[src/rtl/hilo_mult_sequencer.sv]
// Iterative shift-add multiplier that owns the architectural HI/LO pair (MULT/MULTU/MADD/MSUB/MTHI/MTLO/MFHI/MFLO).
// Optional macro ZERO_SKIP_EN: a multiply with a zero operand bypasses the MUL iterations.
module hilo_mult_sequencer #(
    parameter int BITS_PER_CYCLE = 2
) (
    input  logic        Clk,
    input  logic        Rst_n,
    input  logic        Op_Valid,
    input  logic [2:0]  Op,
    input  logic [31:0] A,
    input  logic [31:0] B,
    input  logic        Flush,
    output logic        Stall,
    output logic        Busy,
    output logic [31:0] HiLo_Out,
    output logic        Result_Valid,
    output logic [31:0] HI,
    output logic [31:0] LO
);

    localparam int         STEPS     = 32 / BITS_PER_CYCLE;
    localparam logic [5:0] LAST_STEP = 6'(STEPS - 1);

    localparam logic [1:0] S_IDLE = 2'd0;
    localparam logic [1:0] S_MUL  = 2'd1;
    localparam logic [1:0] S_FIX  = 2'd2;
    localparam logic [1:0] S_ACC  = 2'd3;

    localparam logic [2:0] OP_MULT  = 3'b000;
    localparam logic [2:0] OP_MULTU = 3'b001;
    localparam logic [2:0] OP_MADD  = 3'b010;
    localparam logic [2:0] OP_MSUB  = 3'b011;
    localparam logic [2:0] OP_MTHI  = 3'b100;
    localparam logic [2:0] OP_MTLO  = 3'b101;
    localparam logic [2:0] OP_MFHI  = 3'b110;

    logic [1:0]  state_q, state_d;
    logic [2:0]  op_q, op_d;
    logic        sign_q, sign_d;
    logic [63:0] mcand_q, mcand_d;
    logic [32:0] mplier_q, mplier_d;
    logic [63:0] prod_q, prod_d;
    logic [5:0]  cnt_q, cnt_d;
    logic [31:0] hi_q, hi_d;
    logic [31:0] lo_q, lo_d;

    logic        accept;
    logic        signed_op;
    logic        zero_skip;
    logic [32:0] a_ext, b_ext, a_mag, b_mag;
    logic [63:0] fixed_prod;
    logic [63:0] hilo_sum, hilo_diff;

    function automatic logic [63:0] partial_sum(input logic [63:0] mc,
                                                input logic [BITS_PER_CYCLE-1:0] bits);
        logic [63:0] s;
        s = '0;
        for (int i = 0; i < BITS_PER_CYCLE; i++) begin
            if (bits[i]) s = s + (mc << i);
        end
        return s;
    endfunction

    assign Busy   = (state_q != S_IDLE);
    assign Stall  = Op_Valid & Busy & ~Flush;
    assign accept = Op_Valid & ~Busy & ~Flush;

    assign Result_Valid = accept & Op[2] & Op[1];
    assign HiLo_Out     = Result_Valid ? ((Op == OP_MFHI) ? hi_q : lo_q) : 32'd0;
    assign HI = hi_q;
    assign LO = lo_q;

    // 33-bit magnitudes so that -2^31 keeps its full magnitude
    assign signed_op = (Op != OP_MULTU);
    assign a_ext     = {signed_op & A[31], A};
    assign b_ext     = {signed_op & B[31], B};
    assign a_mag     = a_ext[32] ? (33'd0 - a_ext) : a_ext;
    assign b_mag     = b_ext[32] ? (33'd0 - b_ext) : b_ext;

`ifdef ZERO_SKIP_EN
    assign zero_skip = (A == 32'd0) | (B == 32'd0);
`else
    assign zero_skip = 1'b0;
`endif

    assign fixed_prod = sign_q ? (64'd0 - prod_q) : prod_q;
    assign hilo_sum   = {hi_q, lo_q} + prod_q;
    assign hilo_diff  = {hi_q, lo_q} - prod_q;

    always_comb begin
        state_d  = state_q;
        op_d     = op_q;
        sign_d   = sign_q;
        mcand_d  = mcand_q;
        mplier_d = mplier_q;
        prod_d   = prod_q;
        cnt_d    = cnt_q;
        hi_d     = hi_q;
        lo_d     = lo_q;

        case (state_q)
            S_IDLE: begin
                if (accept) begin
                    if (!Op[2]) begin
                        op_d     = Op;
                        sign_d   = signed_op & (A[31] ^ B[31]);
                        mcand_d  = {31'd0, a_mag};
                        mplier_d = b_mag;
                        prod_d   = '0;
                        cnt_d    = '0;
                        state_d  = zero_skip ? S_FIX : S_MUL;
                    end else if (Op == OP_MTHI) begin
                        hi_d = A;
                    end else if (Op == OP_MTLO) begin
                        lo_d = A;
                    end
                end
            end
            S_MUL: begin
                prod_d   = prod_q + partial_sum(mcand_q, mplier_q[BITS_PER_CYCLE-1:0]);
                mcand_d  = mcand_q << BITS_PER_CYCLE;
                mplier_d = mplier_q >> BITS_PER_CYCLE;
                cnt_d    = cnt_q + 6'd1;
                if (cnt_q == LAST_STEP) state_d = S_FIX;
            end
            S_FIX: begin
                if (op_q == OP_MADD || op_q == OP_MSUB) begin
                    prod_d  = fixed_prod;
                    state_d = S_ACC;
                end else begin
                    {hi_d, lo_d} = fixed_prod;
                    state_d      = S_IDLE;
                end
            end
            S_ACC: begin
                {hi_d, lo_d} = (op_q == OP_MSUB) ? hilo_diff : hilo_sum;
                state_d      = S_IDLE;
            end
            default: state_d = S_IDLE;
        endcase

        // Flush aborts any in-flight op without touching HI/LO
        if (Flush) begin
            state_d = S_IDLE;
            hi_d    = hi_q;
            lo_d    = lo_q;
        end
    end

    always_ff @(posedge Clk) begin
        if (!Rst_n) begin
            state_q  <= S_IDLE;
            op_q     <= OP_MULT;
            sign_q   <= 1'b0;
            mcand_q  <= '0;
            mplier_q <= '0;
            prod_q   <= '0;
            cnt_q    <= '0;
            hi_q     <= '0;
            lo_q     <= '0;
        end else begin
            state_q  <= state_d;
            op_q     <= op_d;
            sign_q   <= sign_d;
            mcand_q  <= mcand_d;
            mplier_q <= mplier_d;
            prod_q   <= prod_d;
            cnt_q    <= cnt_d;
            hi_q     <= hi_d;
            lo_q     <= lo_d;
        end
    end

endmodule

[config.mk]
export PLATFORM = sky130hd
export DESIGN_NAME = hilo_mult_sequencer
export DESIGN_NICKNAME = d
export VERILOG_FILES = /design/src/rtl/hilo_mult_sequencer.sv
export SDC_FILE = /design/constraint.sdc
export NUM_CORES = 1
export LEC_CHECK = 0
export CAP_MARGIN = 25
export CORE_ASPECT_RATIO = 0.7
export CORE_MARGIN = 2
export CORE_UTILIZATION = 30
export DETAILED_ROUTE_END_ITERATION = 6
export HOLD_SLACK_MARGIN = 0.05
export PLACE_DENSITY_LB_ADDON = 0.1
export SLEW_MARGIN = 20
export SYNTH_ARGS = -nofsm -noshare
export SYNTH_HDL_FRONTEND = slang
export SYNTH_SLANG_ARGS = --single-unit
[constraint.sdc]
create_clock -name Clk -period 7.8 [get_ports Clk]
set_clock_uncertainty 0.1 [all_clocks]
set_input_delay 2.34 -clock Clk [delete_from_list [all_inputs] [get_ports Clk]]
set_output_delay 2.34 -clock Clk [all_outputs]
set_load 0.005 [all_outputs]
==> run_results.csv <==
group,metric,value,unit
critical_path,cpMaxStageDelayCell,"or3_1",
critical_path,startpoint_type,"flip-flop",
clocking,postCtsHoldBufs,0,
yosys,syn_inst,3844,
routing,drc_errors,0,
critical_path,crit_arrival,7.66,ns
clocking,cts_setup_buffers,0,
sta,drv_slew,0,
cells_and_area,utilization,0.346,
global_route,grt-ovfl-total,0,
global_route,antenna_found_initial,11,
power_and_ir_drop,p_per_area,125,mW/mm²
yosys,synth.most_common_cell,"nand2_1",
cells_and_area,seq_area,0.00473,mm²
floorplanning,start_util,0.304,
critical_path,crit_path_frequent_cell,"a21oi_1",
cells_and_area,drive_above_1_share,0.0531,
critical_path,worstPathMaxFanout,15,
yosys,synth_area_leaders,"dfxtp_1, nand2_1, ha_1",
status,status,"complete, no violations",
yosys,ys_types,90,
yosys,synth_common_cells,"nand2_1, a21oi_1, nor2_1, o21ai_0, clkbuf_1",
critical_path,worstPathRequired,8.17,ns
critical_path,reg2reg_setup_slack,0.51,ns
yosys,yosysSeqAreaShare,0.179,
job,cap_violations,0,
cells_and_area,nFillCells,9410,
yosys,synth_warnings,0,
cells_and_area,multiInputGateArea,0.0203,mm²
yosys,synth_top_flop_cell,"dfxtp_1",
floorplanning,core,0.0866,mm²
power_and_ir_drop,vdd_drop_max,0.156,mV
clocking,cts.htree.levels,1,
routing,dr_total_vias,27600,
clocking,clkTransAtPathRegs,0.07,ns
global_route,grt_max_degree,90,
clocking,cts_buffers,30,
yosys,synth_nets,4094,
sta,final-setup-viol-count,0,
sta,fmax,137,MHz
floorplanning,die_w,358,µm
place,hpwlAfterDp,83900,µm
floorplanning,ios,170,
yosys,synth_top_area_cell,"dfxtp_1",
cells_and_area,area_delta_synth_final,13.7,%
clocking,cts_root_buffer,"clkbuf_16",
floorplanning,row_count,90,
yosys,ys_ff_latch,236,
global_route,grt_pass1_wl,163000,µm
sta,worstMarginPinSlew,0.991,ns
place,gp_congestion,0.922,
sta,rsz0062_at_grt,"false",
yosys,synthArstFlopShare,0,
floorplanning,die-height,252,µm
min_path,worstHoldPathType,"flip-flop to flip-flop",
yosys,synth-edff-count,0,
routing,wl_per_cell,21.9,µm
cells_and_area,final_nets,4070,
power_and_ir_drop,leakagePower,11.6,nW
clocking,cts_tree,"yes",
yosys,synth_top_area_frac,0.179,
sta,finalCriticalPeriod,7.29,ns
clocking,cts_buffer_depth,3,
sta,hold_violations,0,
critical_path,end_kind,"flip-flop",
place,port_buffers,169,
yosys,syn_area,0.0263,mm²
clocking,cts_sinks,236,
clocking,clk_latency,0.62,ns
sta,setup_tns,0,ns
sta,min_period_over_period,0.935,
sta,slew_headroom,0.334,
critical_path,critical_path_class,"flip-flop to flip-flop",
routing,drt-total-wl,109000,µm
global_route,grt_pass1_vias,25400,
routing,first_pass_iters,6,
routing,drt_iter0_markers,2451,
routing,ant_nets,0,
routing,via_per_inst,5.53,
yosys,syn_avg_cell_area,6.85,µm²
floorplanning,fp.dieArea,0.0902,mm²
clocking,cts_resized,0,
global_route,grt_use_total,0.234,
critical_path,critPathMaxStageDelay,0.47,ns
critical path, delay by kind of cell, from the launching register on:
kind                       cells  cell delay (ns)
AOI/OAI and AO/OA             14             3.53
xor gates and xnor gates       4             0.70
adders and majority gates      3             1.05
buffers and inverters          2             0.12
DFF                            1             0.44
and+or+nand+nor                6             1.20
placed cells by master, fill, tap and decap left out, drive strengths merged, types with 15 or more instances in the layout:
| cell type | count |
|---|---|
| a211oi | 30 |
| a21o | 114 |
| a21oi | 436 |
| a221oi | 50 |
| a22oi | 48 |
| a31oi | 35 |
| and2 | 54 |
| and3 | 23 |
| buf | 58 |
| clkbuf | 45 |
| clkdlybuf4s50 | 168 |
| dfxtp | 236 |
| ha | 176 |
| inv | 77 |
| mux2 | 28 |
| nand2 | 590 |
| nand2b | 36 |
| nand3 | 57 |
| nand4 | 44 |
| nor2 | 329 |
| nor2b | 40 |
| nor3 | 63 |
| nor4 | 25 |
| o211ai | 39 |
| o21a | 22 |
| o21ai | 314 |
| o21bai | 24 |
| o22ai | 16 |
| o31ai | 36 |
| o41ai | 15 |
| or2 | 22 |
| or3 | 34 |
| xnor2 | 177 |
| xor2 | 200 |
flip-flops by register name, summed over array words and instances, names as in the netlist:
signal / flops
state_q: 2
prod_q: 64
cnt_q: 6
op_q: 2
HI: 32
mcand_q: 64
mplier_q: 33
LO: 32
sign_q: 1
per-layer routing:
layer | global-route usage | up-vias | wire length, µm
li1 | - | 13700 | -
met1 | 0.347 | 13100 | 54400
met2 | 0.334 | 640 | 44400
met3 | 0.0539 | 129 | 7450
met4 | 0.0583 | 4 | 2930
met5 | 0 | - | 26
logic make-up (layout without fill, tap and decap cells):
family,after synthesis,in the layout,synth area share
other,0,2,0
flip-flops,236,236,0.179
buffers and inverters,359,357,0.0519
XOR/XNOR,377,377,0.125
AO/OA/AOI/OAI,1285,1285,0.303
adder cells (fa/ha/maj),180,180,0.0863
AND/OR/NAND/NOR,1372,1372,0.240
multiplexers,35,35,0.0146
path summary, 6_finish.rpt:
check,from,endpoint,cells past startpoint
max,mplier_q[0],prod_q[63],29
min,mplier_q[7],mplier_q[7],2
max reg2reg,mplier_q[0],prod_q[63],29
min reg2reg,mplier_q[7],mplier_q[7],2
through the flow:
stage | instance area, µm² | setup slack [ns] | power, mW | hold WS, ns | instances
6_report | 29900 | 0.506 | 3.73 | 0.352 | 4994
5_1_grt | 29900 | 0.0502 | 3.90 | 0.369 | 4992
4_1_cts | 29900 | 0.244 | 3.75 | 0.353 | 4989
3_5_place_dp | 28900 | 0.334 | 2.25 | 0.344 | 4935
3_3_place_gp | 28900 | 0.487 | 2.26 | 0.341 | 4935
2_1_floorplan | 26400 | 0.0602 | 1.91 | 0.332 | 3844
power by group:
| part | internal, mW | switching [mW] | leakage, nW |
|---|---|---|---|
| registers | 1.23 | 0.0714 | 1.91 |
| clock network | 0.840 | 0.643 | 0.495 |
| logic | 0.376 | 0.564 | 9.16 |
| total | 2.45 | 1.28 | 11.6 |
area by class of cell:
class,count,area share
clock inverter,9,0.00280
antenna,2,0.000167
multi-input combinational,3249,0.678
clock buffer,45,0.0307
sequential,236,0.158
timing repair buffer,226,0.0721
tap,1150,0.0481
inverter,77,0.00982
(Power assumes the default switching activity.)
